## src/rtl/mmio_console.sv

```systemverilog
// mmio_console: memory-mapped 8N1 console transmitter with TX FIFO, status and sticky halt flag.
//   clk         : sole clock, rising edge
//   resetn      : asynchronous active-low reset
//   address     : byte address from the core; window is BASE..BASE+15
//   data_in     : write data from the core
//   data_out    : registered read data, 0 on unselected or write cycles
//   byte_enable : write lane enables
//   we          : 1 = write, 0 = read
//   tx          : serial line, 8N1, idle high
//   halt        : sticky program-finished flag
module mmio_console #(
  parameter logic [31:0] BASE    = 32'h800,
  parameter int          CLK_DIV = 4,
  parameter int          DEPTH   = 8
) (
  input  logic        clk,
  input  logic        resetn,
  input  logic [31:0] address,
  input  logic [31:0] data_in,
  output logic [31:0] data_out,
  input  logic [3:0]  byte_enable,
  input  logic        we,
  output logic        tx,
  output logic        halt
);
  localparam int AW = DEPTH > 1 ? $clog2(DEPTH) : 1;
  localparam logic [15:0] RELOAD = 16'(CLK_DIV - 1);
  typedef enum logic [1:0] {IDLE, START, DATA, STOP} state_t;
  state_t state, state_n;
  logic [15:0] baud, baud_n;
  logic [2:0] bitcnt, bitcnt_n;
  logic [7:0] shreg, shreg_n;
  logic [7:0] mem [DEPTH];
  logic [AW-1:0] wp, rp;
  logic [AW:0] count;
  logic overflow, sel, push, pop, full, empty, busy, accept, wr_sel;
  logic [1:0] off;
  logic [31:0] rdata;
  logic unused_addr;
  assign unused_addr = ^address[1:0];
  assign sel = address[31:4] == BASE[31:4];
  assign off = address[3:2];
  assign wr_sel = sel && we;
  assign empty = count == '0;
  assign full = count == (AW+1)'(DEPTH);
  assign busy = state != IDLE;
  assign pop = state == IDLE && !empty;
  assign push = wr_sel && off == 2'd0 && byte_enable[0];
  // a pop in the same cycle frees a slot, so a push into a full FIFO still lands
  assign accept = push && (!full || pop);
  assign rdata = off == 2'd1 ? {24'b0, overflow, busy, full, empty, 4'(count)} :
                 off == 2'd2 ? {31'b0, halt} : '0;
  assign tx = !(state == START || (state == DATA && !shreg[0]));
  always_ff @(posedge clk) begin
    if (accept) mem[wp] <= data_in[7:0];
  end
  always_ff @(posedge clk or negedge resetn) begin
    if (!resetn) begin
      wp <= '0;
      rp <= '0;
      count <= '0;
      overflow <= 1'b0;
      halt <= 1'b0;
      data_out <= '0;
    end else begin
      wp <= accept ? wp + AW'(1) : wp;
      rp <= pop ? rp + AW'(1) : rp;
      count <= count + (AW+1)'(accept) - (AW+1)'(pop);
      if (push && full && !pop) overflow <= 1'b1;
      else if (wr_sel && off == 2'd1 && byte_enable[0] && data_in[7]) overflow <= 1'b0;
      if (wr_sel && off == 2'd2 && |byte_enable && |data_in) halt <= 1'b1;
      data_out <= (sel && !we) ? rdata : '0;
    end
  end
  always_ff @(posedge clk or negedge resetn) begin
    if (!resetn) begin
      state <= IDLE;
      baud <= '0;
      bitcnt <= '0;
      shreg <= '0;
    end else begin
      state <= state_n;
      baud <= baud_n;
      bitcnt <= bitcnt_n;
      shreg <= shreg_n;
    end
  end
  always_comb begin
    state_n = state;
    baud_n = baud == '0 ? RELOAD : baud - 16'd1;
    bitcnt_n = bitcnt;
    shreg_n = shreg;
    unique case (state)
      IDLE: begin
        baud_n = baud;
        if (!empty) begin
          state_n = START;
          baud_n = RELOAD;
          shreg_n = mem[rp];
        end
      end
      START: if (baud == '0) begin
        state_n = DATA;
        bitcnt_n = '0;
      end
      DATA: if (baud == '0) begin
        shreg_n = {1'b0, shreg[7:1]};
        bitcnt_n = bitcnt + 3'd1;
        state_n = bitcnt == 3'd7 ? STOP : DATA;
      end
      STOP: state_n = baud == '0 ? IDLE : STOP;
      default: state_n = IDLE;
    endcase
  end
endmodule

```

## config.mk

```make
export PLATFORM = sky130hd
export DESIGN_NAME = mmio_console
export DESIGN_NICKNAME = d
export VERILOG_FILES = /design/src/rtl/mmio_console.sv
export SDC_FILE = /design/constraint.sdc
export NUM_CORES = 1
export LEC_CHECK = 0
export CAP_MARGIN = 20
export CORE_MARGIN = 2
export CORE_UTILIZATION = 50
export DETAILED_ROUTE_END_ITERATION = 16
export PLACE_DENSITY = 0.76
export RECOVER_POWER = 50
export REMOVE_ABC_BUFFERS = 1
export SLEW_MARGIN = 40
export SYNTH_ARGS = -nofsm -noshare
export SYNTH_HDL_FRONTEND = slang
export SYNTH_SLANG_ARGS = --single-unit
```

## constraint.sdc

```tcl
create_clock -name clk -period 7.4 [get_ports clk]
set_input_delay 0.74 -clock clk [delete_from_list [all_inputs] [get_ports clk]]
set_output_delay 0.74 -clock clk [all_outputs]
set_load 0.05 [all_outputs]
```

Yosys cells after proc, flatten, opt, wreduce, memory -nomap -nowiden

Memory sizes are Yosys's and may differ from the RTL's.
Cells that the tools add are included.

$add $sub $neg: 6
Equal/unequal tests: 11
Muxes and demuxes: 22
Reduce and logical (&&, ||, !) cells: 36

Operators by type and width:

| kind                                                   | count |
|---|---|
| two-way mux 16 bit                                     | 3 |
| two-way mux 8 bit                                      | 4 |
| OR reduction 32 bit                                    | 1 |
| equality test 28 x 8 -> 1 bit (second input constant)  | 1 |
| logical NOT 16 bit                                     | 1 |
| one-hot mux 8 bit (2 select lines)                     | 1 |
| subtractor 16 x 1 -> 16 bit (second input constant)    | 1 |
| logical AND 1 bit                                      | 15 |
| adder 3 x 1 -> 3 bit (second input constant)           | 3 |
| AND reduction 3 bit                                    | 3 |
| two-way mux 2 bit                                      | 4 |
| one-hot mux 2 bit (4 select lines)                     | 1 |
| nonzero test 2 bit                                     | 4 |
| equality test 2 bit (second input constant)            | 3 |
| logical NOT 1 bit                                      | 6 |
| two-way mux 1 bit                                      | 6 |
| two-way mux 3 bit                                      | 2 |
| one-hot mux 3 bit (2 select lines)                     | 1 |
| adder 4 x 1 -> 4 bit                                   | 1 |
| equality test 2 x 1 -> 1 bit (second input constant)   | 2 |
| equality test 4 bit (second input constant)            | 1 |
| logical NOT 2 bit                                      | 2 |
| logical NOT 4 bit                                      | 1 |
| inequality test 2 x 1 -> 1 bit (second input constant) | 2 |
| other kinds (5)                                        | 6 |

Flip-flop bits (word level): 49
Memory bits (writable): 64
Memories kept: 1

Memories:

| name | depth | width | rd ports | clocked after memory_dff | write ports | line | text |
|---|---|---|---|---|---|---|---|
| mem  | 8     | 8     | 1        | 0                        | 1           | 33   | `logic [7:0] mem [DEPTH];` |

Depth between registers and ports, before layout

Gate-level depths: netlist of the first run.

Word-level depth: 7
Gate-level depth with buffers: 11
Depth with buffers taken out: 10

Worst setup path before layout of the first run

OpenSTA, ideal clock, no wires.

Kind: input to register
From: input port address[27]
To: memory mem[1][0] (enable)
Setup time: 0.370 ns
Arrival: 2.636 ns
Data required time: 7.030 ns
Path slack: 4.394 ns
Stages on the path: 5
Buffers on the path: 1
Path through: or4_4 -> or3_1 -> buf_2 -> or4b_4 -> nor2_1

Longest elaborated chain between the ends: 7

RTL lines:

| what                                    | line | text |
|---|---|---|
| from (decl)                             | 18   | `input logic [31:0] address,` |
| equality test 28 x 8 -> 1 bit           | 41   | `assign sel = address[31:4] == BASE[31:4];` |
| logical AND 1 bit                       | 43   | `assign wr_sel = sel && we;` |
| logical AND 1 bit (2 in a row)          | 48   | `assign push = wr_sel && off == 2'd0 && byte_enable[0];` |
| logical AND 1 bit                       | 50   | `assign accept = push && (!full \|\| pop);` |
| two-way mux 1 bit                       | 55   | `if (accept) mem[wp] <= data_in[7:0];` |
| two-way mux 1 bit (not written as such) | 55   |  |
| to (decl)                               | 33   |  |

No other way between the ends.

Worst setup path in the final report of the first run

From: register state[0]
To: memory mem[1][0] (enable)

Longest elaborated chain between the ends: 6

RTL lines:

| what                                    | line | text |
|---|---|---|
| from (decl)                             | 29   | `state_t state, state_n;` |
| from (signal assigned)                  | 82   | `state <= state_n;` |
| logical NOT 2 bit                       | 47   | `assign pop = state == IDLE && !empty;` |
| logical AND 1 bit                       | 47   |  |
| logical OR 1 bit                        | 50   |  |
| logical AND 1 bit                       | 50   |  |
| two-way mux 1 bit                       | 55   |  |
| two-way mux 1 bit (not written as such) | 55   |  |

No other way between the ends.

==> reports/qor.yml, run 1 <==
run_status: "complete, but fails checks"
failed_checks: "max-capacitance violations, max-slew violations"
synth_cell_type_count: 52
grt_max_degree: 50
syn_inst: 397
cts_max_level: 4
cts_setup_buffers: 0
crit_family: "simple AND/OR/NAND/NOR gates"
syn_area_per_cell_um2: 13.1
period_share_pct: 49.1
ios: 105
grt_pass1_wl_um: 17500
pwr_density_cell_nw_per_um2: 220
synth_edf_count: 64
hold-worst-slack_ns: 0.497
path_class: "reg -> reg"
ys_ff_latch: 113
cts_resized: 0
syn_area_um2: 5190
slew_headroom_pct: -73.4
slew_viol_final: 50
antenna_found_initial: 0
ys_warn_count: 0
min_period_ns: 3.63
first_iter_violations: 187
async_flop_share_pct: 43.4
initial_utilization_pct: 51.0
tightest_slew_ns: 2.60
final_hold_viol_count: 0
finalSetupViolCount: 0
clock_latency_ns: 0.52
drt-vias-per-instance: 5.55
worstPathCellList: "nor2_1 > nand2_1 > nand3_1 > or4b_4 > nor2_2"
critPathLaunchType: "register"
arrival_ns: 3.78
first_pass_iters: 4
gr-usage-all-layers_pct: 20.6
dp_hpwl_um: 7370
placed_cell_area_um2: 6000
drtAntennaViolNets: 0
antenna_cells: 0
critPathMaxFanout: 22
cts_buffers: 17
max_cap_viol_count: 1
multi_input_comb_area_um2: 1880
max_freq_mhz: 275
critPathRequiredTime_ns: 7.55
ys_seq_area_share_pct: 60.6
fill_cells: 770
ir_drop_v: 0.000164
ys.flop_type: "edfxtp_1"
drc: 0
post-route-cell-area_um2: 6540
slowest_stage: "nand2_1"
final_core_util_pct: 64.2
setup_tns_ns: 0
place_congestion: 0.865
die_w_um: 106
critPathBufInv: 0
nets: 562
p_leak_nw: 2.48
rows: 37
grt_overflow: 0
grt_pass1_vias: 3501
end_kind: "register"
areaGrowthSynthToFinish_pct: 25.8
holdBufCountCts: 0
fp.dieH_um: 106
wl_per_cell_um: 16.9
drive_gt1_share_pct: 12.6
rsz0062_at_grt: "false"
ctsRootBufferMaster: "clkbuf_8"
power_mw: 1.44
wirelength_um: 10600
fin_worst_skew_ns: 0.0159
dieArea_um2: 11200
cts.path.max_buffers: 2
vias: 3491
cts.sinks: 113
cts.clk_slew.worst_paths_ns: 0.05
cts_tree: "done"
core_um2: 10200
ff_latch_area_um2: 3150
max_stage_delay_ns: 0.69
timing.hold.worst.class: "reg -> reg"
io_buffers: 78
==> Yosys cell counts, drive strengths merged (3+ instances only) <==
| cell | count | area share (%) |
|---|---|---|
| nor2 | 32 | 2.3 |
| nor2b | 9 | 1.1 |
| nand4 | 5 | 0.60 |
| a211oi | 7 | 1.0 |
| buf | 28 | 3.8 |
| ha | 10 | 2.4 |
| a21oi | 15 | 1.4 |
| dfrtp | 49 | 24 |
| or3 | 4 | 0.48 |
| o31ai | 3 | 0.43 |
| nand3 | 10 | 0.96 |
| o21ai | 19 | 1.8 |
| nand2b | 6 | 0.72 |
| a21o | 4 | 0.58 |
| a31oi | 5 | 0.60 |
| nor4 | 17 | 2.3 |
| xnor2 | 5 | 0.84 |
| a22o | 3 | 0.51 |
| clkbuf | 10 | 0.72 |
| nand2 | 20 | 1.4 |
| edfxtp | 64 | 37 |
| inv | 8 | 0.58 |
| nor3 | 12 | 1.5 |
| mux2i | 8 | 1.5 |
| mux4 | 16 | 6.9 |
==> cell families (layout without fill, tap and decap cells) <==
logic type                 after synthesis  after routing  synth area share, %
buffers and inverters                   46            119                 5.13
DFF                                    113            113                 60.6
muxes                                   26             26                 8.91
adders and majority gates               11             11                 2.79
xor gates and xnor gates                 7              7                 1.18
AOI/OAI and AO/OA                       64             64                 7.61
other                                    1             24               0.0722
and+or+nand+nor                        129            129                 13.7
==> path summary, 6_finish.rpt <==
path / startpoint / endpoint / slack, ns / depth (start not counted)
min: overflow / data_out[7] / 0.50 / 2
min in group asynchronous: resetn / baud[3] / 1.03 / 1
max in group asynchronous: resetn / rp[0] / 4.69 / 1
min reg2reg: overflow / data_out[7] / 0.50 / 2
max reg2reg: state[0] / mem[1][0] / 3.77 / 5
max: state[0] / mem[1][0] / 3.77 / 5
==> layout by cell type (no fill, tap or decap), types with 3 or more instances in the layout <==
master | synthesis | final
a211oi_1 | 7 | 7
a21o_1 | 4 | 4
a21oi_1 | 15 | 15
a22o_1 | 3 | 3
a31oi_1 | 5 | 5
clkbuf_16 | 0 | 16
clkdlybuf4s50_1 | 0 | 68
clkinv_2 | 0 | 3
clkinvlp_4 | 0 | 6
conb_1 | 1 | 24
dfrtp_1 | 49 | 48
dlygate4sd3_1 | 0 | 9
edfxtp_1 | 64 | 64
ha_1 | 10 | 10
inv_1 | 8 | 8
mux2i_1 | 8 | 8
mux4_2 | 16 | 16
nand2_1 | 20 | 20
nand2b_1 | 6 | 6
nand3_1 | 10 | 10
nand4_1 | 5 | 5
nor2_1 | 32 | 28
nor2_2 | 0 | 4
nor2b_1 | 9 | 9
nor3_1 | 10 | 10
nor4_1 | 15 | 15
o21ai_0 | 19 | 19
o31ai_1 | 3 | 3
or3_1 | 4 | 4
xnor2_1 | 5 | 5
==> registers in the layout, indices dropped and copies added, names as in the netlist <==
register / cells
mem: 64
wp: 3
halt: 1
baud: 16
rp: 3
count: 4
state: 2
shreg: 8
data_out: 8
overflow: 1
bitcnt: 3
==> layout make-up <==
type,count,share of cell area (%)
tap,136,2.60
multi-input combinational,261,28.8
clock inverter,13,1.38
timing repair buffer,79,12.0
inverter,8,0.459
clock buffer,19,6.60
sequential,113,48.2
==> power by group <==
group / leakage (nW) / total (mW) / switching (mW) / internal (mW)
Clock: 0.240 / 0.698 / 0.281 / 0.417
Sequential: 1.22 / 0.667 / 0.0000000329 / 0.667
Combinational: 1.02 / 0.0752 / 0.0434 / 0.0319
Total: 2.48 / 1.44 / 0.324 / 1.12
==> through the flow <==
| stage | setup WS, ns | cells |
|---|---|---|
| final | 3.77 | 629 |
| after global routing | 3.54 | 629 |
| after CTS | 3.52 | 629 |
| after detailed placement | 3.54 | 597 |
| after global placement | 3.59 | 597 |
| after floorplan | 4.43 | 382 |
==> layer usage <==
| metal | GRT usage (%) | wire length, um | vias up |
|---|---|---|---|
| met2 | 34.0 | 5560 | 131 |
| met1 | 25.3 | 4350 | 1726 |
| met3 | 6.56 | 632 | 2 |
| met4 | 7.99 | 52 | 0 |
| li1 | - | - | 1632 |
| met5 | 0 | 0 | - |
==> worst register-to-register path: cells and delay by family, from the launching register on <==
kind | cells | cell delay (ns)
simple gates | 5 | 2.80
flops | 1 | 0.48
No activity file was read; power rests on OpenSTA's default activity.
==> run 2, diff against run 1 <==
==> constraint.sdc (replaced) <==
create_clock -name clk -period 3.8 [get_ports clk]
set_input_delay 0.38 -clock clk [delete_from_list [all_inputs] [get_ports clk]]
set_output_delay 0.38 -clock clk [all_outputs]
set_load 0.05 [all_outputs]
==> run 2 against run 1 <==
Effect of this change: the flow now finishes without violations; sequential share of layout area fell by 0.85 points; clock skew shrank 0.0067 ns; via count increased by 2.3%; cell count is 1.7% higher; die area unchanged; count of clock-buffer cells in the layout down 2; sequential power rose by 95%; critical path depth decreased by 1; wire length is 2.3% higher; total power up 100%; combinational power increased by 98%; critical endpoint is now tx; largest power group unchanged; highest routed layer unchanged.
==> reports/qor.yml, run 2 (synthesized netlist as in run 1, its figures left out) <==
holdBufCountCts: 1  # was 0
critPathRequiredTime_ns: 3.42  # was 7.55 ns
fin_worst_skew_ns: 0.00926  # was 0.0159 ns
hold-worst-slack_ns: 0.432  # was 0.497 ns
cts.path.max_buffers: 2  # unchanged
wirelength_um: 10800  # was 10,600 um
min_period_ns: 2.72
slew_viol_final: 0  # was 50
period_share_pct: 71.6
nets: 573  # was 562
numPlacedInstances: 607  # was 597
critPathBufInv: 1  # was 0
cts.clk_slew.worst_paths_ns: 0.06  # was 0.05 ns
core_um2: 10200  # unchanged
placed_cell_area_um2: 6080  # was 6000 um2
ios: 105  # unchanged
cts_buffers: 17  # unchanged
grt_pass1_vias: 3626  # was 3,501
areaGrowthSynthToFinish_pct: 28.1  # was 25.8%
cts_resized: 0  # unchanged
end_kind: "output port"  # was register
ir_drop_v: 0.000298  # was 0.000164 V
cts_setup_buffers: 0  # unchanged
max_freq_mhz: 368
crit_family: "buffers and inverters"  # was simple AND/OR/NAND/NOR gates
clock_latency_ns: 0.52  # about the same
cts_tree: "done"  # unchanged
dieArea_um2: 11200  # unchanged
gr-usage-all-layers_pct: 21.0  # was 20.6%
dp_hpwl_um: 7450  # was 7370 um
cts_max_level: 4  # unchanged
top_regs: "mem (64), baud (16)"  # unchanged
max_stage_delay_ns: 0.82  # was 0.69 ns
instances_no_fill: 640  # was 629
largest-register: "mem"  # unchanged
setup_tns_ns: 0  # unchanged
drtAntennaViolNets: 0  # unchanged
antenna_found_initial: 0  # unchanged
initial_utilization_pct: 51.0  # unchanged
grt_pass1_wl_um: 17900  # was 17,500 um
die_w_um: 106  # unchanged
finalSetupViolCount: 0  # unchanged
wl_per_cell_um: 16.9  # about the same
final_hold_viol_count: 0  # unchanged
pwr_density_cell_nw_per_um2: 443  # was 220 nW/um2
run_status: "complete, no violations"  # was complete, but fails checks
fp.dieH_um: 106  # unchanged
final_cell_mix: "68 x clkdlybuf4s50_1, 64 x edfxtp_1, 48 x dfrtp_1, 32 x nor2_1, 24 x conb_1"  # was 68 x clkdlybuf4s50_1, 64 x edfxtp_1, 48 x dfrtp_1, 28 x nor2_1, 24 x conb_1
critPathLaunchType: "register"  # unchanged
io_buffers: 78  # unchanged
grt_max_degree: 50  # unchanged
vias: 3571  # was 3,491
tightest_slew_ns: 0.875  # was 2.60 ns
p_leak_nw: 2.58  # was 2.48 nW
drive_gt1_share_pct: 13.5  # was 12.6%
path_class: "reg -> out"  # was reg -> reg
largest_reg_flops: 64  # unchanged
drt-vias-per-instance: 5.58  # was 5.55
rsz0062_at_grt: "false"  # unchanged
ctsRootBufferMaster: "clkbuf_8"  # unchanged
first_iter_violations: 286  # was 187
final_common_cell: "clkdlybuf4s50_1"  # unchanged
timing.hold.worst.class: "in -> async"  # was reg -> reg
rows: 37  # unchanged
place_congestion: 0.869  # was 0.865
drc: 0  # unchanged
worstPathCellList: "nand2b_1 > nor2_1 > a21oi_1 > clkdlybuf4s50_1"  # was nor2_1 > nand2_1 > nand3_1 > or4b_4 > nor2_2
post-route-cell-area_um2: 6650  # was 6540 um2
arrival_ns: 2.34  # was 3.78 ns
antenna_cells: 0  # unchanged
cts.sinks: 113  # unchanged
slew_headroom_pct: 41.7  # was -73.4%
grt_overflow: 0  # unchanged
final_core_util_pct: 65.3  # was 64.2%
max_cap_viol_count: 0  # was 1
slowest_stage: "clkdlybuf4s50_1"  # was nand2_1
first_pass_iters: 4  # unchanged
critPathMaxFanout: 11  # was 22
-- run 2: worst reg2reg max path: stages (launching register included) --
cell and delay, ns:
dfrtp_1 0.40, inv_1 0.10, ha_1 0.17, or3b_2 0.52, nand2_1 0.18, clkbuf_1 0.68
mux2_2 0.42
-- run 2: metrics by stage --
| stage | setup WS [ns] | power, mW |
|---|---|---|
| 2_1_floorplan | 0.978 | 1.38 |
| 3_3_place_gp | 0.847 | 1.47 |
| 4_1_cts | 1.04 | 2.97 |
| 3_5_place_dp | 0.767 | 1.47 |
| 5_1_grt | 0.941 | 3.03 |
| 6_report | 1.08 | 2.95 |
-- run 2: layout make-up --
type,instances,area [um2]
Timing Repair Buffer,90,867
Tap cell,136,170
Clock buffer,17,414
Clock inverter,15,156
Sequential cell,113,3150
Inverter,8,30.0
Multi-Input combinational cell,261,1870
Fill cell,733,3530
-- run 2: power by group --
part / switching, mW / internal, mW
clock: 0.567 / 0.935
sequential: 0.0000000995 / 1.30
combinational: 0.0857 / 0.0633
total: 0.653 / 2.30
-- run 2: path summary, 6_finish.rpt --
check / from / end / slack (ns) / depth (start not counted)
max: state[0] / tx / 1.08 / 4
min: resetn / baud[9] / 0.43 / 2
max reg2reg: count[3] / rp[1] / 1.22 / 6
min reg2reg: halt / halt / 0.51 / 1
max in group asynchronous: resetn / rp[0] / 2.93 / 2
min in group clk: halt / halt / 0.51 / 1
-- run 2: layer usage --
metal	part of all wire, %	GRT usage, %	vias to the layer above
met5	0	0	-
met4	2.2	9.02	0
met3	4.9	5.21	16
met2	52	35.9	111
met1	41	25.5	1793
li1	-	-	1651
==> run 3, diff against run 2 <==
--- a/config.mk
+++ b/config.mk
@@ -7,9 +7,9 @@
 export LEC_CHECK = 0
 export CAP_MARGIN = 20
 export CORE_MARGIN = 2
-export CORE_UTILIZATION = 50
+export CORE_UTILIZATION = 47
 export DETAILED_ROUTE_END_ITERATION = 16
-export PLACE_DENSITY = 0.76
+export PLACE_DENSITY = 0.75
 export RECOVER_POWER = 50
 export REMOVE_ABC_BUFFERS = 1
 export SLEW_MARGIN = 40
==> constraint.sdc (replaced) <==
create_clock -name clk -period 2.3 [get_ports clk]
set_input_delay 0.23 -clock clk [delete_from_list [all_inputs] [get_ports clk]]
set_output_delay 0.23 -clock clk [all_outputs]
set_load 0.05 [all_outputs]
==> run 3 against run 2 <==
Effect of this change: worst hold slack worse by 0.076 ns; first-iteration DRC count is 23% lower; combinational power is 74% higher.
==> reports/qor.yml, run 3 (synthesized netlist as in run 1, its figures left out) <==
worst-path-stages: 8  # was 4
cts_setup_buffers: 0  # unchanged
crit_family: "simple AND/OR/NAND/NOR gates"  # was buffers and inverters
setup_tns_ns: 0  # unchanged
dp_hpwl_um: 8040  # was 7450 um
critPathRequiredTime_ns: 2.53  # was 3.42 ns
die_w_um: 109  # was 106 um
final_cell_mix: "68 x clkdlybuf4s50_1, 64 x edfxtp_1, 49 x dfrtp_1, 32 x buf_4, 31 x nor2_1"  # was 68 x clkdlybuf4s50_1, 64 x edfxtp_1, 48 x dfrtp_1, 32 x nor2_1, 24 x conb_1
cts_max_level: 4  # unchanged
tightest_slew_ns: 0.979  # was 0.875 ns
critPathMaxFanout: 8  # was 11
initial_utilization_pct: 48.1  # was 51.0%
max_cap_viol_count: 0  # unchanged
slew_headroom_pct: 34.8  # was 41.7%
final_hold_viol_count: 0  # unchanged
grt_max_degree: 20  # was 50
r2r_cells: 8  # was 6
largest-register: "mem"  # unchanged
areaGrowthSynthToFinish_pct: 32.1  # was 28.1%
power_mw: 4.74  # was 2.95 mW
first_pass_iters: 4  # unchanged
drive_gt1_share_pct: 18.4  # was 13.5%
critPathBufInv: 2  # was 1
final_core_util_pct: 63.6  # was 65.3%
ir_drop_v: 0.000517  # was 0.000298 V
fp.dieH_um: 109  # was 106 um
min_period_ns: 2.23
wirelength_um: 10900  # was 10,800 um
slowest_stage: "or4b_4"  # was clkdlybuf4s50_1
core_um2: 10800  # was 10,200 um2
path_class: "reg -> reg"  # was reg -> out
grt_pass1_wl_um: 18300  # was 17,900 um
grt_pass1_vias: 3800  # was 3,626
arrival_ns: 2.45  # was 2.34 ns
ff_latch_area_um2: 3150  # about the same
cts_buffers: 17  # unchanged
top_regs: "mem (64), baud (16)"  # unchanged
p_leak_nw: 2.69  # was 2.58 nW
max_stage_delay_ns: 0.51  # was 0.82 ns
worstPathCellList: "inv_1 > ha_1 > or3b_4 > nand2_4 > nand3_2 > or4b_4 > nor2_1 > buf_6"  # was nand2b_1 > nor2_1 > a21oi_1 > clkdlybuf4s50_1
antenna_cells: 0  # unchanged
clock_latency_ns: 0.53  # was 0.52 ns
pwr_density_cell_nw_per_um2: 690  # was 443 nW/um2
hold-worst-slack_ns: 0.355  # was 0.432 ns
fill_cells: 797  # was 733
rows: 38  # was 37
antenna_found_initial: 0  # unchanged
multi_input_comb_area_um2: 1900  # was 1870 um2
largest_reg_flops: 64  # unchanged
nets: 601  # was 573
critPathLaunchType: "register"  # unchanged
place_congestion: 0.830  # was 0.869
io_buffers: 78  # unchanged
timing.hold.worst.class: "in -> async"  # unchanged
max_freq_mhz: 449
cts_tree: "done"  # unchanged
final_common_cell: "clkdlybuf4s50_1"  # unchanged
wl_per_cell_um: 16.2  # was 16.9 um
drtAntennaViolNets: 0  # unchanged
dieArea_um2: 11900  # was 11,200 um2
cts.path.max_buffers: 2  # unchanged
cts.sinks: 113  # unchanged
slew_viol_final: 0  # unchanged
ctsRootBufferMaster: "clkbuf_8"  # unchanged
finalSetupViolCount: 0  # unchanged
drt-vias-per-instance: 5.37  # was 5.58
drc: 0  # unchanged
period_share_pct: 96.8
grt_overflow: 0  # unchanged
cts.clk_slew.worst_paths_ns: 0.06  # about the same
fin_worst_skew_ns: 0.0183  # was 0.00926 ns
vias: 3609  # was 3,571
ios: 105  # unchanged
run_status: "complete, no violations"  # unchanged
first_iter_violations: 221  # was 286
end_kind: "register"  # was output port
gr-usage-all-layers_pct: 20.4  # was 21.0%
## run 3: cell count changes in the layout (fill, tap and decap cells not counted), moves of 2 or more
cell,change
buf_4,+21
clkbuf_1,+6
bufinv_16,-2
clkinv_1,-2
clkinv_4,+2
inv_6,+2
nor4_1,-2
nor4_2,+2
## run 3: power breakdown
group | internal [mW] | switching, mW | total, mW
combinational | 0.113 | 0.146 | 0.259
sequential | 2.15 | 0.000000118 | 2.15
clock | 1.34 | 0.990 | 2.33
total | 3.60 | 1.14 | 4.74
## run 3: routing by layer
metal / part of all wire (%) / vias up / global-route usage, %
li1: - / 1712 / -
met1: 41 / 1760 / 24.9
met2: 52 / 124 / 35.2
met3: 5.4 / 13 / 6.04
met4: 1.2 / 0 / 5.86
met5: 0 / - / 0
## run 3: per-stage QoR
| stage | instance area (um2) | setup slack (ns) | std cells |
|---|---|---|---|
| 6_report | 6860 | 0.0736 | 672 |
| 2_1_floorplan | 5040 | -0.522 | 382 |
| 3_5_place_dp | 6300 | -0.514 | 639 |
| 4_1_cts | 6850 | 0.0170 | 672 |
| 3_3_place_gp | 6300 | -0.393 | 639 |
| 5_1_grt | 6860 | -0.0116 | 672 |
## run 3: area by class of cell
cell class	count	area share (%)
clock buffers	17	6.03
clock inverters	15	1.80
well taps	140	2.55
repair buffers	118	15.6
flip-flops and latches	113	45.9
multi-input cells	261	27.7
inverters	8	0.438
## run 3: path summary, 6_finish.rpt
kind,slack [ns],startpoint,endpoint
setup / recovery,0.07,count[3],mem[2][4]
hold / removal,0.36,resetn,baud[9]
setup reg to reg,0.07,count[3],mem[2][4]
hold reg to reg,0.50,overflow,data_out[7]
max in group asynchronous,0.56,resetn,count[3]
min in group clk,0.39,we,data_out[0]
## run 3: worst register-to-register path, delay by kind of cell, from the launching register on
kind / cells / cell delay, ns
simple gates: 5 / 1.15
buf+inv: 2 / 0.24
fa+ha+maj: 1 / 0.20
flops: 1 / 0.35
## run 3: timing repair
action | 4_1_cts | 5_1_grt
resized for setup | 2 | 7
hold buffers | 1 | 0
hold endpoints to repair | 30 | 0
endpoints found under the setup margin | 17 | 43
